`config.mk`:
```
export PLATFORM = sky130hd
export DESIGN_NAME = pc_sequencer
export DESIGN_NICKNAME = d
export VERILOG_FILES = /design/src/rtl/pc_sequencer.sv
export SDC_FILE = /design/constraint.sdc
export NUM_CORES = 1
export LEC_CHECK = 0
export ABC_AREA = 0
export CORE_UTILIZATION = 47
export CTS_CLUSTER_SIZE = 25
export DETAILED_ROUTE_END_ITERATION = 8
export PLACE_DENSITY_LB_ADDON = 0.25
export SYNTH_ARGS = -nofsm -noshare
export SYNTH_HDL_FRONTEND = slang
export SYNTH_SLANG_ARGS = --single-unit
```
`constraint.sdc`:
```
create_clock -name clk -period 2 [get_ports clk]
set_clock_uncertainty 0.1 [all_clocks]
set_input_delay 0.3 -clock clk [delete_from_list [all_inputs] [get_ports clk]]
set_output_delay 0.3 -clock clk [all_outputs]
set_load 0.05 [all_outputs]
```
`src/rtl/pc_sequencer.sv`:
```
// pc_sequencer: fetch/execute controller driving the PC register's hold/jump inputs, with a return-address stack.
// Define PCSEQ_PERF_EN to add the saturating perf_retired/perf_stall counters.
module pc_sequencer #(
    parameter int PC_W        = 8,
    parameter int STACK_DEPTH = 4
) (
    input  logic            clk,
    input  logic            reset,
    input  logic [PC_W-1:0] pc_in,
    input  logic            fetch_ack,
    input  logic            exec_stall,
    input  logic            dec_jump,
    input  logic            dec_branch,
    input  logic            branch_taken,
    input  logic            dec_call,
    input  logic            dec_ret,
    input  logic            dec_halt,
    input  logic [PC_W-1:0] dec_target,
    input  logic            resume,
    output logic            fetch_req,
    output logic            pc_hold,
    output logic            pc_jump,
    output logic [PC_W-1:0] pc_jump_line,
    output logic            retire,
    output logic            halted,
    output logic            stack_err
`ifdef PCSEQ_PERF_EN
    ,
    output logic [15:0]     perf_retired,
    output logic [15:0]     perf_stall
`endif
);
    localparam int AW = $clog2(STACK_DEPTH);
    localparam int SW = AW + 1;

    typedef enum logic [1:0] {S_IDLE, S_FETCH, S_EXEC, S_HALT} state_t;

    state_t          r_state, w_next;
    logic [PC_W-1:0] r_stack [STACK_DEPTH];
    logic [SW-1:0]   r_sp;
    logic            r_err;
    logic            w_push, w_pop, w_err, w_take;
    logic [AW-1:0]   w_top;

    assign w_top     = AW'(r_sp - 1'b1);
    assign w_take    = dec_jump | (dec_branch & branch_taken);
    assign stack_err = r_err;

    // Decoder flags only matter in the final (non-stalled) EXEC cycle.
    always_comb begin
        w_next       = r_state;
        fetch_req    = 1'b0;
        pc_hold      = 1'b1;
        pc_jump      = 1'b0;
        pc_jump_line = '0;
        retire       = 1'b0;
        halted       = 1'b0;
        w_push       = 1'b0;
        w_pop        = 1'b0;
        w_err        = 1'b0;
        case (r_state)
            S_IDLE: w_next = S_FETCH;
            S_FETCH: begin
                fetch_req = 1'b1;
                if (fetch_ack) w_next = S_EXEC;
            end
            S_EXEC: if (!exec_stall) begin
                if (dec_halt) begin
                    retire = 1'b1;
                    w_next = S_HALT;
                end else if (dec_ret && r_sp == '0) begin
                    w_err  = 1'b1;
                    w_next = S_HALT;
                end else if (dec_ret) begin
                    pc_hold      = 1'b0;
                    pc_jump      = 1'b1;
                    pc_jump_line = r_stack[w_top];
                    w_pop        = 1'b1;
                    retire       = 1'b1;
                    w_next       = S_FETCH;
                end else if (dec_call && r_sp == SW'(STACK_DEPTH)) begin
                    w_err  = 1'b1;
                    w_next = S_HALT;
                end else if (dec_call) begin
                    pc_hold      = 1'b0;
                    pc_jump      = 1'b1;
                    pc_jump_line = dec_target;
                    w_push       = 1'b1;
                    retire       = 1'b1;
                    w_next       = S_FETCH;
                end else begin
                    pc_hold      = 1'b0;
                    pc_jump      = w_take;
                    pc_jump_line = w_take ? dec_target : '0;
                    retire       = 1'b1;
                    w_next       = S_FETCH;
                end
            end
            default: begin
                halted = 1'b1;
                if (resume && !r_err) w_next = S_FETCH;
            end
        endcase
    end

    always_ff @(posedge clk or posedge reset) begin
        if (reset) begin
            r_state <= S_IDLE;
            r_sp    <= '0;
            r_err   <= 1'b0;
            for (int i = 0; i < STACK_DEPTH; i++) r_stack[i] <= '0;
        end else begin
            r_state <= w_next;
            if (w_err) r_err <= 1'b1;
            if (w_push) begin
                r_stack[r_sp[AW-1:0]] <= pc_in + 1'b1;
                r_sp                  <= r_sp + 1'b1;
            end else if (w_pop) begin
                r_sp <= r_sp - 1'b1;
            end
        end
    end

`ifdef PCSEQ_PERF_EN
    logic w_stall_cyc;
    assign w_stall_cyc = (r_state == S_FETCH && !fetch_ack) || (r_state == S_EXEC && exec_stall);

    always_ff @(posedge clk or posedge reset) begin
        if (reset) begin
            perf_retired <= '0;
            perf_stall   <= '0;
        end else begin
            if (retire && perf_retired != 16'hFFFF) perf_retired <= perf_retired + 1'b1;
            if (w_stall_cyc && perf_stall != 16'hFFFF) perf_stall <= perf_stall + 1'b1;
        end
    end
`endif
endmodule

```
==> After elaboration in Yosys (flattened, before gate mapping) <==
Index checks and enable logic that the tools add are counted.
Widths: inputs -> output; s select.
{ "word_totals": {"ff_bits": 38, "latchBits": 0, "ramBits": 0, "romBits": 0, "out_inout_bits": 14, "word_cells": 93, "memories": 0} }
{ "classes": {"add_sub_neg": 3, "n_mul": 0, "n_div": 0, "n_lt_le_gt_ge": 3, "eq_ne": 5, "n_shift": 0, "n_mux": 60, "bitwise": 4, "n_reduce_logical": 11} }
{ "ops": {"columns": ["operator", "n"], "rows": [
  ["$mux 8", 11],
  ["$mux 1", 36],
  ["$bwmux 32", 1],
  ["$bmux 8 s2", 1],
  ["$demux 8 s2", 1],
  ["$mux 2", 7],
  ["$add 8x1->8 const B", 1],
  ["$ge 3x3->1 const B", 2],
  ["$mux 3", 2],
  ["$not 2->3", 2],
  ["$pmux 2 s3", 1],
  ["$logic_and 1x1->1", 4],
  ["$ne 2x2->1 const B", 2],
  ["$reduce_bool 4->1", 1],
  ["$add 3x1->3 const B", 1],
  ["$eq 3x3->1 const B", 1],
  ["$logic_not 3->1", 1],
  ["$lt 3x1->1 const B", 1],
  ["$reduce_and 3->1", 1],
  ["$reduce_or 3->1", 1],
  ["$sub 3x1->3 const B", 1],
  ["$eq 2x1->1 const B", 1],
  ["$eq 2x2->1 const B", 1],
  ["$logic_not 2->1", 1],
  ["other kinds (4)", 4]
]} }

==> Logic depth before layout (Yosys ltp) <==
Gate-level depths: netlist of run 1.
{ "logic_depth": {"word_depth": 10, "depth_mapped": 8, "ltp_nobuf": 6} }

==> Least setup slack after synthesis of run 1 <==
OpenSTA, ideal clock, no wires.
{ "synth_path": {"path_kind": "reg-to-output", "start": "register r_sp[0]", "end": "output retire", "arrival_ns": 2.166, "path_slack_ns": -0.566, "stages_incl_launch_ff": 7, "path_buffers": 1, "path_cell_list": "dfrtp_1 -> buf_6 -> inv_1 -> ha_1 -> o21ai_0 -> nor2_1 -> nor3b_1"} }
{ "synth_via": {"elab_chain_cells": 8} }
{ "synth_lines": {"columns": ["element", "line", "text"], "rows": [
  ["start, declared", "40", "logic [SW-1:0] r_sp;"],
  ["start signal, assigned", "117", "r_sp <= r_sp + 1'b1;"],
  ["start signal, assigned", "119", "r_sp <= r_sp - 1'b1;"],
  ["$eq 3x3->1", "81", "end else if (dec_call && r_sp == SW'(STACK_DEPTH)) begin"],
  ["$logic_and 1x1->1", "81", null],
  ["$mux 1", "81", null],
  ["$mux 1", "74", "end else if (dec_ret) begin"],
  ["$mux 1 (*)", "71", "end else if (dec_ret && r_sp == '0) begin"],
  ["$mux 1 (*)", "68", "if (dec_halt) begin"],
  ["$mux 1 (*)", "67", "S_EXEC: if (!exec_stall) begin"],
  ["$mux 1 (*)", "61", "case (r_state)"],
  ["end, declared", "24", "output logic retire,"]
]} }
Every way passes the cells marked *; elsewhere a longest branch is shown, timed or not.

==> Worst setup path after layout of run 1 <==
{ "layout_path": {"start": "register r_sp[1]", "end": "output pc_jump_line[5]"} }
{ "layout_via": {"elab_chain_cells": 10} }
{ "layout_lines": {"columns": ["element", "line", "text"], "rows": [
  ["$sub 3x1->3", null, null],
  ["$not 2->3 (not written as such)", "77", "pc_jump_line = r_stack[w_top];"],
  ["$bmux 8 s2", "77", null],
  ["$mux 8 (not written as such) (2 in a row)", "77", null],
  ["$mux 8", "74", null],
  ["$mux 8 (*)", "71", null],
  ["$mux 8 (*)", "68", null],
  ["$mux 8 (*)", "67", null],
  ["$mux 8 (*)", "61", null],
  ["end, declared", "23", "output logic [PC_W-1:0] pc_jump_line,"]
]} }
Every way passes the cells marked *; elsewhere a longest branch is shown, timed or not. The select of a mux whose other input is x is not followed.

==> results of run 1 <==
==> cell usage after synthesis <==
| library cell | n |
|---|---|
| mux2i_1 | 1 |
| a21boi_0 | 1 |
| xnor2_1 | 3 |
| nor4_4 | 1 |
| xor2_1 | 5 |
| inv_1 | 7 |
| nand2_1 | 32 |
| a22o_1 | 8 |
| a22oi_1 | 2 |
| a21oi_1 | 3 |
| and4_1 | 1 |
| nand2b_1 | 1 |
| nor3b_4 | 1 |
| or3b_4 | 1 |
| and3_1 | 4 |
| clkbuf_1 | 4 |
| mux4_1 | 7 |
| nand3_1 | 4 |
| ha_1 | 11 |
| nor3b_1 | 1 |
| mux2_2 | 5 |
| buf_6 | 1 |
| o21ai_0 | 31 |
| mux4_2 | 1 |
| nand4_1 | 5 |
| a211oi_1 | 1 |
| a2111oi_0 | 1 |
| or2_2 | 1 |
| nor2_1 | 4 |
| clkbuf_8 | 2 |
| o21a_1 | 1 |
| a221o_2 | 1 |
| dfrtp_1 | 38 |
| nor2b_1 | 2 |
| and3b_1 | 1 |
==> per-stage QoR <==
step                area (µm²)  power [mW]  hold WS (ps)  instances
floorplan                 2160       1.589         311.8        193
finish                    3258       2.704         335.8        334
CTS                       3143       2.590         346.0        327
global route              3258       2.856         396.0        334
global placement          2969       1.970         353.8        317
detailed placement        2969       2.000         366.8        317
==> sequential cells by signal, summed over array words and instances (netlist names) <==
name       count
r_sp           3
r_stack       32
r_state        2
stack_err      1
==> power by group through the flow <==
stage          logic [mW]  clock network (mW)  registers, mW
2_1_floorplan       0.616                   0          0.972
3_3_place_gp        0.996                   0          0.974
3_5_place_dp         1.02                   0          0.981
4_1_cts              1.08               0.543          0.968
5_1_grt              1.29               0.578          0.985
6_report             1.20               0.534          0.971
==> area by class of cell <==
| class | instances | area (µm²) | area share, % |
|---|---|---|---|
| clock inverters | 1 | 5.005 | 0.1536 |
| repair buffers | 88 | 898.4 | 27.57 |
| multi-input cells | 141 | 1225 | 37.60 |
| well taps | 52 | 65.06 | 1.997 |
| clock buffers | 7 | 86.33 | 2.650 |
| flip-flops and latches | 38 | 952.2 | 29.22 |
| inverters | 7 | 26.28 | 0.8065 |
==> cell families after synthesis <==
group | Yosys count | synth area share, %
adder cells (fa/ha/maj) | 11 | 6.486
AO/OA/AOI/OAI | 49 | 14.03
XOR/XNOR | 8 | 3.302
buffers and inverters | 14 | 3.774
flip-flops | 38 | 44.81
AND/OR/NAND/NOR | 59 | 14.74
multiplexers | 14 | 12.85
==> cell usage in the layout, fill, tap and decap left out, drive strengths merged, types with 5 or more instances in the layout <==
cell	netlist	final
dfrtp	38	38
a22o	8	8
o21ai	31	31
buf	1	60
inv	7	7
nand4	5	5
mux2	5	5
mux4	8	8
nand2	32	32
xor2	5	5
clkbuf	6	8
ha	11	11
clkdlybuf4s50	0	25
==> per-layer routing <==
layer | part of all wire, % | vias to the layer above | wire length [µm] | track usage [%]
met5 | 0 | - | 0 | 0
met4 | 0.92 | 0 | 47 | 5.896
met3 | 4.1 | 6 | 207 | 4.506
met2 | 49 | 57 | 2485 | 35.17
met1 | 46 | 864 | 2351 | 29.91
li1 | - | 876 | - | -
==> timing repair <==
item | in CTS | in global routing
hold buffers | 0 | 0
endpoints found under the setup margin | 11 | 29
resized for setup | 15 | 17
buffers inserted | 2 | 7
pin swaps | 12 | 7
==> worst min path at each step <==
stage / startpoint / endpoint / cells after the start / slack, ps
finish: reset / r_stack[22] / 3 / 340
global route: reset / r_stack[4] / 3 / 400
CTS: reset / stack_err / 3 / 350
detailed placement: r_stack[2] / r_stack[2] / 2 / 370
global placement: r_stack[8] / r_stack[8] / 2 / 350
floorplan: pc_in[0] / r_stack[0] / 1 / 310
==> worst max-delay path: stages (launching register included) <==
cell	delay [ps]
dfrtp_1	410
inv_2	70
ha_4	330
mux4_1	570
a22o_4	240
buf_12	140
==> impl_metrics.toml, run 1 <==
[outcome]
outcome = "finished with violations"
failed_checks = "negative setup slack"

[pwr]
power.leakage_nw = 1.542
p_int_mw = 1.830
vdd_drop_max_v = 0.0007281
powerDensity_nw_per_um2 = 829.9
comb_power_share_pct = 44.4
switching_share_pct = 32.30
pwr-share-clk_pct = 19.7
p_seq_share_pct = 35.9
p_sw_uw = 873.4

[global_route]
overflow = 0
grt_pass1_vias = 1729
grt_max_degree = 39
grt.total_usage_pct = 21.74
grt_pass1_wl_um = 8211
antenna_found_initial = 0

[worst_setup_path]
worstSetupPathType = "reg -> out"
r2r-start = "r_state[0]"
end_kind = "output pin"
crit_start = "r_sp[1]"
start_kind = "register"
rr_endpoint = "r_stack[3]"
required_ps = 1600
cp_max_fo = 6
r2r_slack_ps = 50
arrival_ps = 2050
r2r_cells = 9
endpoint = "pc_jump_line[5]"

[route]
avgRoutedWirePerCell_um = 15.25
wl_um = 5092
drtIter0Drc = 70
antenna_violating_nets_post_route = 0
num_vias = 1803
drcViolationCount = 0
dr.pass1.iters = 4
vias_per_cell = 5.398

[logic_synthesis]
yosys-top-cells-area = "dfrtp_1 (45%), mux4_1 (8.7%), o21ai_0 (7.3%)"
yosysTopAreaCell = "dfrtp_1"
ys_types = 35
ys.warnings.count = 0
yosysTopAreaCellShare_pct = 44.81
syn_avg_cell_area_um2 = 11.00
synth_nets = 231
ys_seq_area_share_pct = 44.81
synth_area_um2 = 2122
postSynthCellCount = 193
synth-seq-cells = 38

[sta]
hold_viol_final = 0
maxSlewViolCount = 0
fmax_mhz = 408.0
rsz0062_at_grt = "yes"
slew_headroom_pct = 67.26
setup_ws_ps = -451.1
layout_min_cycle_time_ps = 2451
worst_pin_slew_ps = 489.6
setup_viol = 9
final.period_utilization_pct = 122.6
tns_ps = -3767

[hold_path]
hp-class = "in -> async"

[clocking]
clock_path_buffers = 2
tritoncts = "built"
cts_buffers = 5
root_buffer = "clkbuf_8"
clk_pin_slew_ps = 80
cts_sinks = 38
insertion_delay_ps = 280
cts-htree-levels = 2

[final_layout]
fillers = 310
utilization_pct = 74.83
syn2layout_area_growth_pct = 53.54
diodes = 0
drive_gt1_share_pct = 35.11
nNetsFinal = 319

[floorplan]
die_w_um = 69.20
die_area_um2 = 4788
floorplan.initialDensity_pct = 48.74
design.portCount = 41
rows = 24
coreArea_um2 = 4354
die_y_um = 69.20

[placement]
post-place-ws_ps = -389.6
dp_hpwl_um = 3660
gp_congestion = 0.8015
io_buffers = 40

[flow_run]
max_cap_violations = 0
No activity file was read; power rests on OpenSTA's default activity.
==> run 2: changes to the inputs <==
Settings changed: PLACE_DENSITY from default to 0.76, PLACE_DENSITY_LB_ADDON 0.25 to default.
==> run 2 against run 1 <==
Against the previous run: the flow still finishes with violations (negative setup slack); final cell count down 1.5%; sequential share of layout area down 0.26 points; total power up 4.0%; register-to-register slack worse by 80 ps; combinational power about the same; via count up 0.44%; first-iteration DRC count up 1.4%; sequential power up 0.4%; worst hold slack worse by 23 ps; count of clock-buffer cells in the layout unchanged; largest power group unchanged.
==> impl_metrics.toml, run 2 (synthesized netlist as in run 1, its figures left out) <==
[sta]
layout_min_cycle_time_ps = 2425
rsz0062_at_grt = "yes"
setup_viol = 14
hold_viol_final = 0
setup_ws_ps = -425.3
tns_ps = -3942
final.period_utilization_pct = 121.3
maxSlewViolCount = 0
fmax_mhz = 412.3
worst_pin_slew_ps = 485.1
slew_headroom_pct = 67.56

[worst_setup_path]
rr_endpoint = "r_stack[26]"
start_kind = "register"
arrival_ps = 2030
cp_max_fo = 7
max_stage_delay_ps = 390
cp_num_buf_inv = 3
required_ps = 1600
r2r_cells = 11
worstSetupPathType = "reg -> out"
crit_cells = 7
end_kind = "output pin"
r2r-start = "r_state[0]"
slowest_stage = "dfrtp_1"
r2r_slack_ps = -30
critPathTopFamily = "simple AND/OR/NAND/NOR gates"
crit_chain = "inv_2 > ha_4 > or3b_4 > nor4_4 > buf_6 > a22o_4 > buf_12"

[placement]
dp_cells = 313
gp_congestion = 0.8228
dp_hpwl_um = 3887
io_buffers = 40
post-place-ws_ps = -353.8

[final_layout]
final_cell_mix = "dfrtp_1 (37), buf_4 (36), clkdlybuf4s50_1 (25)"
nNetsFinal = 314
top_regs = "r_stack (32), r_sp (3), r_state (2)"
largest_register = "r_stack"
fillers = 285
final_common_cell = "dfrtp_1"
diodes = 0
drive_gt1_share_pct = 37.18
largest_reg_flops = 32
syn2layout_area_growth_pct = 54.89
finalNonFillerCells = 329

[clocking]
clk_pin_slew_ps = 70
insertion_delay_ps = 290
cts_sinks = 38
cts_buffers = 5
root_buffer = "clkbuf_8"
tritoncts = "built"
clock_path_buffers = 2
cts-htree-levels = 2

[global_route]
grt_max_degree = 39
grt.total_usage_pct = 23.59
overflow = 0
antenna_found_initial = 0
grt_pass1_wl_um = 8790
grt_pass1_vias = 1846

[floorplan]
die_y_um = 69.20
design.portCount = 41
rows = 24
die_w_um = 69.20
floorplan.initialDensity_pct = 48.74
die_area_um2 = 4788
coreArea_um2 = 4354

[route]
vias_per_cell = 5.505
wl_um = 5479
num_vias = 1811
drtIter0Drc = 71
avgRoutedWirePerCell_um = 16.65
dr.pass1.iters = 4
drcViolationCount = 0
antenna_violating_nets_post_route = 0

[hold_path]
hp-class = "in -> async"

[pwr]
vdd_drop_max_v = 0.0006190
p_int_mw = 1.912
p_sw_uw = 900.1
p_seq_share_pct = 34.7
power_mw = 2.812
pwr-share-clk_pct = 22.8
power.leakage_nw = 1.528
switching_share_pct = 32.01
comb_power_share_pct = 42.5
powerDensity_nw_per_um2 = 855.5

[outcome]
failed_checks = "negative setup slack"
outcome = "finished with violations"

[flow_run]
max_cap_violations = 0
## run 2: changes by cell type in the layout (fill, tap and decap cells not counted), moves of 2 or more
cell / previous run / this run
buf_4: 43 / 36
o21ai_2: 0 / 2
o21ai_0: 29 / 20
nand2_1: 32 / 24
buf_8: 0 / 2
nand2_2: 0 / 6
o21ai_1: 1 / 8
buf_12: 10 / 12
nand2_4: 0 / 2
## run 2: per-stage QoR
step / cell area (µm²) / util [%] / hold WS, ps
final: 3287 / 75.49 / 313.2
after global routing: 3287 / 75.49 / 391.8
after CTS: 3153 / 72.41 / 328.2
after detailed placement: 2952 / 67.79 / 365.4
after global placement: 2952 / 67.79 / 353.3
after floorplan: 2160 / - / 311.8
## run 2: power by group through the flow
stage / clock, mW / sequential, mW / combinational (mW)
4_1_cts: 0.649 / 0.969 / 1.08
3_3_place_gp: 0 / 0.974 / 0.991
5_1_grt: 0.686 / 0.993 / 1.29
6_report: 0.642 / 0.975 / 1.20
3_5_place_dp: 0 / 0.980 / 1.02
2_1_floorplan: 0 / 0.972 / 0.616
## run 2: worst register-to-register path, stage by stage (launching register included)
cell,delay [ps]
dfrtp_1,390
inv_2,80
ha_4,130
buf_4,100
buf_6,80
nor3b_4,170
buf_4,130
buf_6,120
nand4_1,230
buf_4,260
nand2_1,60
o21ai_0,70
## run 2: layout make-up
cell class	instances	area, µm²	share of cell area, %
Timing Repair Buffer	83	875.8	26.65
Clock buffer	7	76.32	2.322
Inverter	7	26.28	0.7994
Clock inverter	1	30.03	0.9136
Multi-Input combinational cell	141	1261	38.37
Sequential cell	38	952.2	28.97
Tap cell	52	65.06	1.979
## run 2: worst max path at each step
stage                    start         endpoint
detailed placement    dec_halt  pc_jump_line[2]
global placement      dec_halt  pc_jump_line[3]
floorplan              r_sp[0]  pc_jump_line[4]
CTS                 r_state[0]  pc_jump_line[0]
global route        r_state[0]  pc_jump_line[4]
finish              r_state[0]  pc_jump_line[5]
## run 2: routing by layer
layer | global-route usage (%) | share of wire, %
met5 | 0 | 0
met4 | 8.390 | 1.2
met3 | 4.360 | 3.3
met2 | 39.27 | 53
met1 | 30.90 | 43
## run 2: timing repair
item,4_1_cts,5_1_grt
hold endpoints to repair,0,0
gates resized for setup,18,40
buffers inserted,3,5
pin swaps,14,7
hold buffers,0,0
setup endpoints to repair,11,20
cloned,0,1
==> run 3: changes to the inputs <==
Settings changed: CAP_MARGIN from default to 15.
==> results of run 3 <==
The final DEF is identical to that of run 2; final timing and power are the same.
